<file path="src/rtl/inport_buffer_pkg.sv">
// Shared constants for the input-port buffer and the datapath bus mux.
// DATA_WIDTH is the bus width seen by every bus source.
package inport_buffer_pkg;

    localparam int DATA_WIDTH = 32;
    localparam int DEPTH      = 4;
    localparam int AW         = $clog2(DEPTH);

endpackage

</file>
<file path="src/rtl/inport_buffer_sync.sv">
// Small synchronous FIFO: storage, wrapping pointers and occupancy count.
// push/pop arrive already qualified against full/empty by the caller.
module sync_fifo #(
    parameter int DW    = 32,
    parameter int DEPTH = 4,
    parameter int AW    = 2
) (
    input  logic          clk,
    input  logic          reset,
    input  logic          push,
    input  logic          pop,
    input  logic [DW-1:0] din,
    output logic [DW-1:0] dout,
    output logic [AW:0]   count,
    output logic          full,
    output logic          empty
);

    localparam logic [AW-1:0] PTR_ONE  = AW'(1);
    localparam logic [AW:0]   CNT_ONE  = (AW+1)'(1);
    localparam logic [AW:0]   CNT_FULL = (AW+1)'(DEPTH);

    logic [DW-1:0] mem [DEPTH];
    logic [AW-1:0] wr_ptr;
    logic [AW-1:0] rd_ptr;

    // Storage write; contents need no reset since count guards reads.
    always_ff @(posedge clk) begin
        if (push) begin
            mem[wr_ptr] <= din;
        end
    end

    // Pointers wrap naturally because DEPTH is a power of two.
    always_ff @(posedge clk) begin
        if (reset) begin
            wr_ptr <= '0;
            rd_ptr <= '0;
            count  <= '0;
        end else begin
            if (push) wr_ptr <= wr_ptr + PTR_ONE;
            if (pop)  rd_ptr <= rd_ptr + PTR_ONE;
            case ({push, pop})
                2'b10:   count <= count + CNT_ONE;
                2'b01:   count <= count - CNT_ONE;
                default: count <= count;
            endcase
        end
    end

    assign dout  = mem[rd_ptr];
    assign full  = (count == CNT_FULL);
    assign empty = (count == '0);

endmodule

</file>
<file path="src/rtl/inport_buffer.sv">
// Input-port stage: buffers device words, hands one word to the bus per
// inport_select assertion, and reports sticky overflow/underflow.
module inport_buffer
    import inport_buffer_pkg::*;
#(
    parameter int DATA_WIDTH = inport_buffer_pkg::DATA_WIDTH,
    parameter int DEPTH      = inport_buffer_pkg::DEPTH,
    parameter int AW         = inport_buffer_pkg::AW
) (
    input  logic                  clk,
    input  logic                  reset,
    input  logic [DATA_WIDTH-1:0] ext_data,
    input  logic                  ext_valid,
    output logic                  ext_ready,
    input  logic                  inport_select,
    output logic [DATA_WIDTH-1:0] inport_Data,
    output logic                  inport_empty,
    output logic [AW:0]           inport_count,
    output logic                  overflow,
    output logic                  underflow,
    input  logic                  flag_clear
);

    logic                  sel_d;
    logic [DATA_WIDTH-1:0] last_word;
    logic [DATA_WIDTH-1:0] fifo_dout;
    logic                  full;
    logic                  empty;
    logic                  pop_req;
    logic                  push;
    logic                  pop;
    logic                  ovf_evt;
    logic                  unf_evt;

    // Ready is plain !full: a same-cycle pop never opens room for a push.
    assign pop_req = sel_d && !inport_select;
    assign push    = ext_valid && !full;
    assign pop     = pop_req && !empty;
    assign ovf_evt = ext_valid && full;
    assign unf_evt = pop_req && empty;

    sync_fifo #(
        .DW    (DATA_WIDTH),
        .DEPTH (DEPTH),
        .AW    (AW)
    ) u_fifo (
        .clk   (clk),
        .reset (reset),
        .push  (push),
        .pop   (pop),
        .din   (ext_data),
        .dout  (fifo_dout),
        .count (inport_count),
        .full  (full),
        .empty (empty)
    );

    // Select edge detector and copy of the most recently consumed word.
    always_ff @(posedge clk) begin
        if (reset) begin
            sel_d     <= 1'b0;
            last_word <= '0;
        end else begin
            sel_d <= inport_select;
            if (pop) last_word <= fifo_dout;
        end
    end

    // Sticky error flags; a fresh event beats a same-cycle clear.
    always_ff @(posedge clk) begin
        if (reset) begin
            overflow  <= 1'b0;
            underflow <= 1'b0;
        end else begin
            overflow  <= (overflow  && !flag_clear) || ovf_evt;
            underflow <= (underflow && !flag_clear) || unf_evt;
        end
    end

    // Empty buffer keeps showing the last consumed word so the bus is stable.
    assign inport_Data  = empty ? last_word : fifo_dout;
    assign ext_ready    = !full;
    assign inport_empty = empty;

endmodule

</file>
<file path="config.mk">
export PLATFORM = sky130hd
export DESIGN_NAME = inport_buffer
export DESIGN_NICKNAME = d
export VERILOG_FILES = /design/src/rtl/inport_buffer_pkg.sv /design/src/rtl/inport_buffer_sync.sv /design/src/rtl/inport_buffer.sv
export SDC_FILE = /design/constraint.sdc
export NUM_CORES = 1
export LEC_CHECK = 0
export CORE_MARGIN = 5
export CORE_UTILIZATION = 30
export CTS_CLUSTER_DIAMETER = 40
export DETAILED_ROUTE_END_ITERATION = 6
export HOLD_SLACK_MARGIN = 0.1
export PLACE_DENSITY_LB_ADDON = 0.15
export SYNTH_ARGS = -nofsm -noshare
export SYNTH_HDL_FRONTEND = slang
export SYNTH_SLANG_ARGS = --single-unit
</file>
<file path="constraint.sdc">
create_clock -name clk -period 2.8 [get_ports clk]
set_clock_uncertainty 0.05 [all_clocks]
set_input_delay 0.56 -clock clk [delete_from_list [all_inputs] [get_ports clk]]
set_output_delay 0.56 -clock clk [all_outputs]
set_load 0.01 [all_outputs]
</file>
Word-level counts from Yosys, hierarchy flattened
Memories as Yosys holds them, arrays and structs flattened. A register that Yosys moved wholly into a read port is not among the register bits.
Cells that the tools add are included.

word-level totals
  logic and storage cells = 36
  output and inout bits = 39
  memory bits (writable) = 128
  bits in latches = 0
  input port bits = 37
  bits in registers = 42
  bits in read-only memories = 0
  memories = 1

cells by class
  bitwise operators = 0
  divide/modulo/power cells = 0
  $mul = 0
  mux-type cells = 6
  $add $sub $neg = 4
  shift operators = 0
  magnitude comparators = 0
  reductions and logical operators = 15
  equal/unequal tests = 3

memory list
  memory      depth  bits a word  rd ports  clocked after Yosys merged registers in  wr ports  line                      RTL
  u_fifo.mem  4      32           1         1                                        1         inport_buffer_sync.sv:23  logic [DW-1:0] mem [DEPTH];

operator list
  operator                                                               count
  32-bit 2-to-1 mux                                                      1
  1-bit logical AND                                                      7
  3-bit one-hot mux with 2 select lines                                  1
  2-bit by 1-bit adder with 2-bit output, second input constant          2
  1-bit logical NOT                                                      4
  2-bit 2-to-1 mux                                                       2
  3-bit by 1-bit adder with 3-bit output, second input constant          1
  3-bit equality test, second input constant                             1
  3-bit logical NOT                                                      1
  3-bit by 1-bit subtractor with 3-bit output, second input constant     1
  2-bit by 1-bit equality test with 1-bit output, second input constant  1
  2-bit equality test, second input constant                             1
  1-bit logical OR                                                       2
  1-bit 2-to-1 mux                                                       2
  2-bit nonzero test                                                     1

Depth between registers and ports, before layout
Gate-level depths: netlist of run 1.

  word-level depth = 5
  mapped depth = 10
  mapped depth without buffers = 9

Cells and area by module
Synthesis of run 1 repeated with hierarchy kept, for this count alone.

second synthesis, totals
  cells, all modules = 402
  area, all modules = 7061.8 µm²

by module, submodules not included
  module         sequential area each (µm²)  times used  area an instance (µm²)  cells each
  sync_fifo      4023.9                      1           5092.4                  214
  inport_buffer  700.7                       1           1969.4                  188

Least setup slack after synthesis of run 1
No wires, ideal clock.

  path type = reg-to-reg
  start = register u_fifo.count[2]
  end = register u_fifo.count[2]
  period minus slack after synthesis = 2.326 ns
  setup slack = 0.474 ns
  buffers on the path = 1
  arrival time = 2.206 ns
  stages on the path, launching flop included = 10
  path through = dfxtp_1 -> or3b_1 -> clkbuf_1 -> nand2_1 -> ha_1 -> inv_1 -> fa_1 -> xor2_1 -> or3_1 -> a21oi_1

on the way
  word-level cells in the longest chain between the ends = 5

ends and longest elaborated chain
  what                                                                                   line                      RTL
  from (decl)                                                                            inport_buffer_sync.sv:14  output logic [AW:0] count,
  from (signal assigned)                                                                 inport_buffer_sync.sv:44  2'b10: count <= count + CNT_ONE;
  from (signal assigned)                                                                 inport_buffer_sync.sv:45  2'b01: count <= count - CNT_ONE;
  from (signal assigned)                                                                 inport_buffer_sync.sv:46  default: count <= count;
  3-bit equality test (*)                                                                inport_buffer_sync.sv:52  assign full = (count == CNT_FULL);
  1-bit logical NOT (*)                                                                  --
  named net ext_ready                                                                    inport_buffer.sv:14       output logic ext_ready,
  1-bit logical AND (*)                                                                  inport_buffer.sv:37       assign push = ext_valid && !full;
  2-bit by 1-bit equality test with 1-bit output or 2-bit equality test (tied branches)  inport_buffer_sync.sv:43  case ({push, pop})
  3-bit one-hot mux with 2 select lines or 2-bit nonzero test (tied branches)            --

Mark *: on every way through the listed nets, which the timed path passes. The rest lies on a longest branch.
A chain may end at the register's enable or synchronous reset.

==> flow_metrics.py, run 1 <==
metrics = {
    "die": {
        "initial_core_util_pct": 30.4,
        "die_h_um": 159,
        "ioPinCount": 76,
        "coreArea_sq_um": 21800,
        "die_w_um": 159,
        "fp-row-count": 54,
        "dieArea_sq_um": 25200,
    },
    "clock_network": {
        "clkSinkCount": 172,
        "clockBufferDepth": 2,
        "hold_buffers": 0,
        "clock_latency_ns": 0.42,
        "cts_inserted_buffers": 17,
        "h-tree-depth": 4,
        "clkTransAtPathRegs_ns": 0.07,
        "cts_tree": "yes",
        "cts-root-buf": "clkbuf_16",
    },
    "synthesis": {
        "synth_fp_nets": 385,
        "synth_top_area_cell": "edfxtp_1",
        "postSynthAreaPerCell_sq_um": 19.4,
        "ys_seq_area_share_pct": 71.2,
        "synth-seq-cells": 172,
        "yosys.cell_types.count": 30,
        "syn-cell-area_sq_um": 6630,
        "synth_cells": 342,
        "synth_warnings": 0,
        "synth-edff-count": 128,
        "dominantRegCellSynth": "edfxtp_1",
        "synth_area_leaders": "edfxtp_1, dfxtp_1, mux4_2",
        "synth_top_area_share_pct": 58.0,
        "synthArstFlopShare_pct": 0,
    },
    "timing": {
        "worstMarginPinSlew_ns": 0.455,
        "clock.fmax_mhz": 367,
        "setup_viol": 0,
        "hold_violations": 0,
        "period_share_pct": 97.3,
        "layout_min_cycle_time_ns": 2.72,
        "fin_ws_ns": 0.0762,
        "maxSlewHeadroom_pct": 69.5,
        "maxSlewViolCount": 0,
    },
    "power_and_ir_drop": {
        "cellLeakagePower_nw": 2.92,
        "p_per_area_nw_per_um2": 718,
        "irDropWorstVdd_uv": 345,
        "p_total_mw": 6.08,
    },
    "drt": {
        "wl_met3_um": 632,
        "met1_length_um": 6400,
        "met2WireLength_um": 6900,
        "dr.max_layer_used": "met5",
        "drt_iter0_drc": 149,
        "detail_route.wirelength_um": 14100,
        "ant_nets": 0,
        "num_vias": 3401,
        "vias_per_cell": 4.65,
        "drtPass1Iterations": 4,
        "drc": 0,
        "wl_per_cell_um": 19.3,
    },
    "placement": {
        "portBuffers": 75,
        "place_area_sq_um": 7780,
        "pre_cts_slack_ns": 0.0953,
        "dpl.cell_count": 695,
        "dp_hpwl_um": 8520,
        "globalplace.congestion": 0.666,
    },
    "global_routing": {
        "antenna_found_initial": 1,
        "grt_max_degree": 33,
        "grt_pass1_wl_um": 21900,
        "grt_pass1_vias": 3745,
        "grt-ovfl-total": 0,
        "grt_usage_pct": 11.9,
    },
    "worst_setup_path": {
        "required_ns": 2.19,
        "cp-end-kind": "output pin",
        "critPathKind": "flop to output pin",
        "cp-start-kind": "flop",
        "cp.arrival_ns": 2.11,
        "path_max_fanout": 13,
        "regToRegSetupSlack_ns": 0.40,
    },
    "run": {
        "maxCapViolations": 0,
    },
    "layout": {
        "final_util_pct": 38.8,
        "drive_gt1_share_pct": 29.4,
        "nNetsFinal": 482,
        "layout.cells.non_filler": 732,
        "antenna_cells": 0,
        "synthToLayoutAreaGrowth_pct": 27.7,
        "stdcell_area_sq_um": 8470,
    },
    "min_path": {
        "hold_path_class": "flop to flop",
    },
    "outcome": {
        "outcome": "finished, final reports clean",
    },
}
[synth_stat cells (4+ instances only)]
cell type,count
nor2b_1,4
dfxtp_1,44
a21oi_1,8
and3_1,5
mux4_2,32
mux2_2,32
ha_1,5
edfxtp_1,128
nor2_1,6
buf_6,11
inv_1,5
a22o_1,32
[worst max-delay path, stage by stage (launching register included)]
cell and delay [ns]:
dfxtp_4 0.39, buf_12 0.18, mux4_2 0.52, mux2_2 0.30
dlygate4sd2_1 0.29
[sequential cells by signal (all words and copies together) (netlist names), named ones only]
name           count
sel_d              1
last_word         32
underflow          1
overflow           1
u_fifo.rd_ptr      2
u_fifo.mem       128
u_fifo.count       3
u_fifo.wr_ptr      2
[per-layer routing]
metal | vias to the layer above | track usage, %
met5 | - | 0
met4 | 2 | 3.66
met3 | 11 | 3.62
met2 | 75 | 19.3
met1 | 1741 | 15.4
li1 | 1572 | -
[cell usage in the layout (no fill, tap or decap), drive strengths merged]
master / Yosys / final
edfxtp: 128 / 128
dfxtp: 44 / 44
clkdlybuf4s50: 0 / 43
mux2: 33 / 33
mux4: 32 / 32
a22o: 32 / 32
buf: 17 / 23
clkbuf: 3 / 21
clkdlybuf4s15: 0 / 15
dlygate4sd2: 0 / 13
inv: 5 / 11
clkinv: 1 / 10
a21oi: 9 / 9
nor2: 6 / 6
ha: 5 / 5
and3: 5 / 5
nor2b: 4 / 4
or3: 3 / 3
nand2b: 2 / 2
o21ai: 2 / 2
a21o: 2 / 2
nand3: 2 / 2
xor2: 2 / 2
or3b: 1 / 1
nand2: 1 / 1
nor3: 1 / 1
nand4: 1 / 1
fa: 1 / 1
[path summary, 6_finish.rpt]
| kind | endpoint | cells after the start | from |
|---|---|---|---|
| worst max-delay path | inport_Data[12] | 4 | flop |
| worst min-delay path | last_word[26] | 1 | last_word[26] |
| worst min register to register | last_word[26] | 1 | last_word[26] |
| worst max register to register | u_fifo.count[2] | 8 | u_fifo.count[2] |
[through the flow]
step | hold slack (ns) | TNS [ns]
after floorplan | 0.388 | 0
after global routing | 0.430 | -0.00136
after global placement | 0.403 | 0
after detailed placement | 0.405 | 0
final | 0.419 | 0
after CTS | 0.425 | -0.287
[layout make-up]
| type | instances | area, sq um |
|---|---|---|
| timing repair buffer | 98 | 1010 |
| inverter | 6 | 27.5 |
| fill | 2012 | 13400 |
| clock inverter | 15 | 199 |
| multi-input combinational | 144 | 1720 |
| tap | 280 | 350 |
| sequential | 172 | 4730 |
| clock buffer | 17 | 425 |
[timing repair]
item / CTS / global route
setup endpoints to repair: 33 / 22
resized for setup: 45 / 19
pin swaps: 0 / 0
cloned: 1 / 0
setup buffers: 3 / 1
hold endpoints to repair: 0 / 0
[report_power, final]
group          total (mW)  internal [mW]  leakage, nW  switching, mW
Clock                2.39           1.22        0.300           1.17
Sequential           2.88           2.84         1.53         0.0328
Combinational       0.811          0.422         1.09          0.389
Total                6.08           4.49         2.92           1.59
[logic make-up after synthesis]
family | Yosys count | share of synthesized area [%]
adders and majority gates | 6 | 1.25
AOI/OAI and AO/OA | 45 | 5.45
DFF | 172 | 71.2
xor gates and xnor gates | 2 | 0.264
buffers and inverters | 26 | 2.98
and+or+nand+nor | 26 | 2.34
muxes | 65 | 16.5
(Power assumes the default switching activity.)
==> run 2: changes to the inputs <==
ABC_AREA = 1   (was default)
CAP_MARGIN = 20   (was default)
==> flow_metrics.py, run 2 <==
metrics = {
    "outcome": {
        "outcome": "finished, final reports clean",
    },
    "min_path": {
        "holdPathStages": 2,
        "min_to": "underflow",
        "hp-start": "underflow",
        "hold_path_class": "flop to flop",
    },
    "synthesis": {
        "synth_top_area_share_pct": 50.2,
        "dominantRegCellSynth": "edfxtp_1",
        "synth_area_leaders": "edfxtp_1, nand2_1, dfxtp_1",
        "postSynthAreaPerCell_sq_um": 8.61,
        "ys_top_cells_by_count": "nand2_1, inv_1, edfxtp_1",
        "syn-cell-area_sq_um": 7660,
        "synth_cells": 890,
        "synth_top_area_cell": "edfxtp_1",
        "yosysMostFrequentCell": "nand2_1",
        "synth_warnings": 0,
        "synth-seq-cells": 172,
        "yosys.cell_types.count": 20,
        "ys_seq_area_share_pct": 61.6,
        "synth_fp_nets": 933,
        "synthArstFlopShare_pct": 0,
        "synth-edff-count": 128,
    },
    "layout": {
        "top_register": "u_fifo.mem",
        "antenna_cells": 0,
        "drive_gt1_share_pct": 6.22,
        "final_cell_mix": "nand2_1, inv_1, edfxtp_1",
        "largest_reg_flops": 128,
        "reg.largest.list": "u_fifo.mem: 128 flops, last_word: 32 flops, u_fifo.count: 3 flops",
        "final_common_cell": "nand2_1",
        "synthToLayoutAreaGrowth_pct": 23.9,
        "nFillCells": 2534,
        "nNetsFinal": 1011,
    },
    "worst_setup_path": {
        "r2r-start": "u_fifo.count[1]",
        "regToRegSetupSlack_ns": 0.71,
        "cp.arrival_ns": 2.07,
        "path_max_fanout": 34,
        "required_ns": 2.19,
        "r2r_end": "u_fifo.count[2]",
        "reg2regPathDepth": 14,
        "cp-start-kind": "flop",
        "critPathKind": "flop to output pin",
        "cp-end-kind": "output pin",
    },
    "power_and_ir_drop": {
        "irDropWorstVdd_uv": 310,
        "p_per_area_nw_per_um2": 644,
        "cellLeakagePower_nw": 4.34,
        "p_total_mw": 6.12,
    },
    "die": {
        "fp-row-count": 58,
        "dieArea_sq_um": 28800,
        "ioPinCount": 76,
        "die_w_um": 170,
        "die_h_um": 170,
        "initial_core_util_pct": 30.4,
        "coreArea_sq_um": 25200,
    },
    "run": {
        "maxCapViolations": 0,
    },
    "drt": {
        "vias_per_cell": 4.14,
        "met1_length_um": 8570,
        "num_vias": 5422,
        "drtPass1Iterations": 4,
        "drc": 0,
        "wl_per_cell_um": 13.6,
        "wl_met3_um": 726,
        "drt_iter0_drc": 232,
        "ant_nets": 0,
        "detail_route.wirelength_um": 17800,
        "dr.max_layer_used": "met5",
        "met2WireLength_um": 8280,
    },
    "timing": {
        "maxSlewHeadroom_pct": 53.4,
        "setup_viol": 0,
        "fin_ws_ns": 0.121,
        "worstMarginPinSlew_ns": 0.699,
        "maxSlewViolCount": 0,
        "period_share_pct": 95.7,
        "clock.fmax_mhz": 373,
        "layout_min_cycle_time_ns": 2.68,
        "hold_violations": 0,
    },
    "placement": {
        "dp_hpwl_um": 10800,
        "portBuffers": 75,
        "pre_cts_slack_ns": 0.286,
        "globalplace.congestion": 0.708,
    },
    "global_routing": {
        "grt_max_degree": 67,
        "grt-ovfl-total": 0,
        "grt_usage_pct": 12.8,
        "grt_pass1_wl_um": 28400,
        "antenna_found_initial": 1,
        "grt_pass1_vias": 5329,
    },
    "clock_network": {
        "cts_tree": "yes",
        "cts_inserted_buffers": 17,
        "clockBufferDepth": 2,
        "h-tree-depth": 4,
        "clkTransAtPathRegs_ns": 0.06,
        "cts-root-buf": "clkbuf_16",
        "clock_latency_ns": 0.42,
        "clkSinkCount": 172,
        "hold_buffers": 0,
    },
}
-- run 2: cell count changes in the layout (fill, tap and decap cells not counted), sizes merged, moves of 15 or more --
cell,previous run,this run
clkdlybuf4s15,15,0
nand2,1,335
inv,11,183
a22o,32,0
mux4,32,0
clkdlybuf4s50,43,73
mux2,33,0
nand3,2,67
nor2,6,80
-- run 2: per-layer routing --
| metal | vias up | GRT usage [%] |
|---|---|---|
| met5 | - | 0 |
| met4 | 2 | 3.47 |
| met3 | 21 | 3.32 |
| met2 | 85 | 21.5 |
| met1 | 2474 | 16.4 |
| li1 | 2840 | - |
-- run 2: per-stage QoR --
stage	utilization [%]	setup TNS, ns	instance area, sq um	instances	hold WS (ns)
final	37.7	0	9490	1311	0.414
after global routing	37.7	-0.0000704	9490	1311	0.456
after CTS	37.5	0	9440	1310	0.417
after detailed placement	35.2	0	8860	1278	0.408
after global placement	35.2	0	8860	1278	0.404
after floorplan	-	0	7660	890	0.410
-- run 2: cell families after synthesis --
logic type,Yosys count,share of synthesized area [%]
AND/OR/NAND/NOR,482,24.9
buffers and inverters,220,11.7
flip-flops,172,61.6
AO/OA/AOI/OAI,10,0.653
adder cells (fa/ha/maj),6,1.08
-- run 2: critical path, cell delays in order (launching register included) --
cell,delay (ns)
dfxtp_4,0.40
inv_6,0.09
buf_12,0.19
nand2_1,0.07
nand3_1,0.06
nand2_1,0.14
nand2_1,0.07
nand2_1,0.07
clkdlybuf4s50_1,0.54
-- run 2: how the worst max path moves through the flow --
stage | startpoint | to | cells after the start
final | flop | inport_Data[6] | 8
after global routing | flop | inport_Data[29] | 7
after CTS | flop | inport_Data[21] | 7
after detailed placement | inport_select | u_fifo.count[2] | 13
after global placement | u_fifo.count[2] | inport_Data[21] | 7
after floorplan | u_fifo.count[1] | u_fifo.mem[0][0] | 4
-- run 2: report_power, final --
group	switching, mW	internal [mW]
Clock	0.957	1.33
Sequential	0.0392	2.87
Combinational	0.533	0.388
-- run 2: what timing repair did --
| item | 4_1_cts | 5_1_grt |
|---|---|---|
| gates cloned | 0 | 1 |
| endpoints found under the setup margin | 29 | 18 |
| resized for setup | 3 | 11 |
| hold endpoints to repair | 0 | 0 |
| buffers inserted | 0 | 0 |
-- run 2: area by class of cell --
class	instances	area [sq um]	area share, %
sequential	172	4730	49.8
multi-input combinational	498	2080	21.9
timing repair buffer	96	1010	10.7
inverter	183	694	7.32
clock buffer	20	447	4.71
tap	330	413	4.35
clock inverter	12	123	1.29
==> run 3: changes to the inputs <==
CORE_MARGIN = 4   (was 5)
==> flow_metrics.py, run 3 (same netlist as run 2, synthesis figures left out) <==
metrics = {
    "die": {
        "dieArea_sq_um": 28200,
        "initial_core_util_pct": 30.4,
        "fp-row-count": 58,
        "die_h_um": 168,
        "coreArea_sq_um": 25200,
        "die_w_um": 168,
        "ioPinCount": 76,
    },
    "worst_setup_path": {
        "slowest_stage": "clkdlybuf4s50_1",
        "required_ns": 2.19,
        "crit_family": "buffers and inverters",
        "worstPathCellList": "nor2_4 -> nand2_4 -> clkinv_1 -> buf_12 -> nand2_1 -> nand2_1 -> clkdlybuf4s50_1",
        "cp_num_buf_inv": 3,
        "path_max_fanout": 25,
        "cpPeakStageDelay_ns": 0.55,
        "cp.arrival_ns": 2.03,
        "cp-start-kind": "flop",
        "cp-end-kind": "output pin",
        "critPathKind": "flop to output pin",
        "timing.critical_path.mode_cell": "nand2_1",
    },
    "clock_network": {
        "cts_setup_buffers": 0,
        "clkSinkCount": 172,
        "clkTransAtPathRegs_ns": 0.06,
        "cts_tree": "yes",
        "h-tree-depth": 4,
        "cts-root-buf": "clkbuf_16",
        "clockBufferDepth": 2,
        "cts_inserted_buffers": 17,
        "hold_buffers": 0,
        "cts_resized": 0,
        "clock_latency_ns": 0.41,
    },
    "drt": {
        "vias_per_cell": 4.04,
        "wl_per_cell_um": 13.3,
        "met1_length_um": 8890,
        "dr.max_layer_used": "met4",
        "drt_iter0_drc": 264,
        "drc": 0,
        "drtPass1Iterations": 4,
        "num_vias": 5301,
        "detail_route.wirelength_um": 17500,
        "wl_met3_um": 605,
        "ant_nets": 0,
        "met2WireLength_um": 7980,
    },
    "timing": {
        "worstMarginPinSlew_ns": 0.718,
        "rsz0062_at_grt": "false",
        "layout_min_cycle_time_ns": 2.64,
        "maxSlewViolCount": 0,
        "hold_violations": 0,
        "clock.fmax_mhz": 379,
        "maxSlewHeadroom_pct": 52.1,
        "period_share_pct": 94.3,
        "fin_setup_tns_ns": 0,
        "setup_viol": 0,
    },
    "layout": {
        "nFillCells": 2552,
        "final_common_cell": "nand2_1",
        "stdcell_area_sq_um": 9430,
        "ff_latch_area_sq_um": 4730,
        "final_cell_mix": "nand2_1, inv_1, edfxtp_1",
        "nNetsFinal": 1013,
        "antenna_cells": 0,
        "drive_gt1_share_pct": 6.00,
        "multi_input_area_sq_um": 2070,
        "largest_reg_flops": 128,
        "reg.largest.list": "u_fifo.mem: 128 flops, last_word: 32 flops, u_fifo.count: 3 flops",
        "top_register": "u_fifo.mem",
        "synthToLayoutAreaGrowth_pct": 23.1,
    },
    "power_and_ir_drop": {
        "cellLeakagePower_nw": 4.30,
        "p_per_area_nw_per_um2": 635,
        "seqPwrFrac_pct": 48.6,
        "irDropWorstVdd_uv": 369,
        "p_sw_mw": 1.50,
        "pwr-share-comb_pct": 15.4,
        "p_int_mw": 4.48,
        "swShare_pct": 25.1,
        "clockPowerShare_pct": 36.0,
    },
    "global_routing": {
        "grt_pass1_wl_um": 28400,
        "grt-ovfl-total": 0,
        "grt_max_degree": 67,
        "grt_usage_pct": 13.0,
        "antenna_found_initial": 0,
        "grt_pass1_vias": 5121,
    },
    "run": {
        "maxCapViolations": 0,
    },
    "outcome": {
        "outcome": "finished, final reports clean",
    },
    "min_path": {
        "hold_path_class": "flop to flop",
    },
    "placement": {
        "globalplace.congestion": 0.730,
        "dp_hpwl_um": 10600,
        "portBuffers": 75,
        "place_area_sq_um": 8880,
    },
}
run 3: layout make-up:
type / instances / area share [%]
multi-input combinational: 498 / 22.0
inverter: 183 / 7.28
clock buffer: 22 / 4.71
clock inverter: 10 / 0.982
sequential: 172 / 50.1
timing repair buffer: 98 / 10.6
tap: 330 / 4.38
run 3: path summary, 6_finish.rpt:
path | startpoint | to | slack, ns | cells after the start
worst max-delay path | u_fifo.count[0] | inport_Data[9] | 0.16 | 7
worst min-delay path | overflow | overflow | 0.42 | 2
worst max register to register | u_fifo.count[1] | u_fifo.count[2] | 0.80 | 14
worst min register to register | overflow | overflow | 0.42 | 2
run 3: tightest hold or removal path: cells and delay by family (launching register included):
| kind | cells | cell delay [ns] |
|---|---|---|
| flip-flops | 1 | 0.31 |
| AO/OA/AOI/OAI | 1 | 0.05 |
| AND/OR/NAND/NOR | 1 | 0.06 |
run 3: through the flow:
stage	hold WS, ns	power, mW	std cells	util (%)	worst slack, ns
3_3_place_gp	0.406	3.91	1281	35.3	0.355
2_1_floorplan	0.410	3.42	890	-	0.177
4_1_cts	0.418	6.09	1313	37.4	0.0704
6_report	0.417	5.99	1313	37.5	0.160
5_1_grt	0.441	6.33	1313	37.5	0.0123
3_5_place_dp	0.409	3.91	1281	35.3	0.357
run 3: metal layers:
layer,GRT usage (%),vias to the layer above
li1,-,2840
met1,18.2,2387
met2,20.6,72
met3,3.31,2
met4,2.51,0
met5,0,-
run 3: power groups by stage:
stage,Clock [mW],Combinational (mW),Sequential (mW)
after floorplan,0,0.459,2.96
after global placement,0,0.945,2.96
after detailed placement,0,0.943,2.96
after CTS,2.24,0.949,2.91
after global routing,2.37,1.04,2.92
final,2.16,0.921,2.91
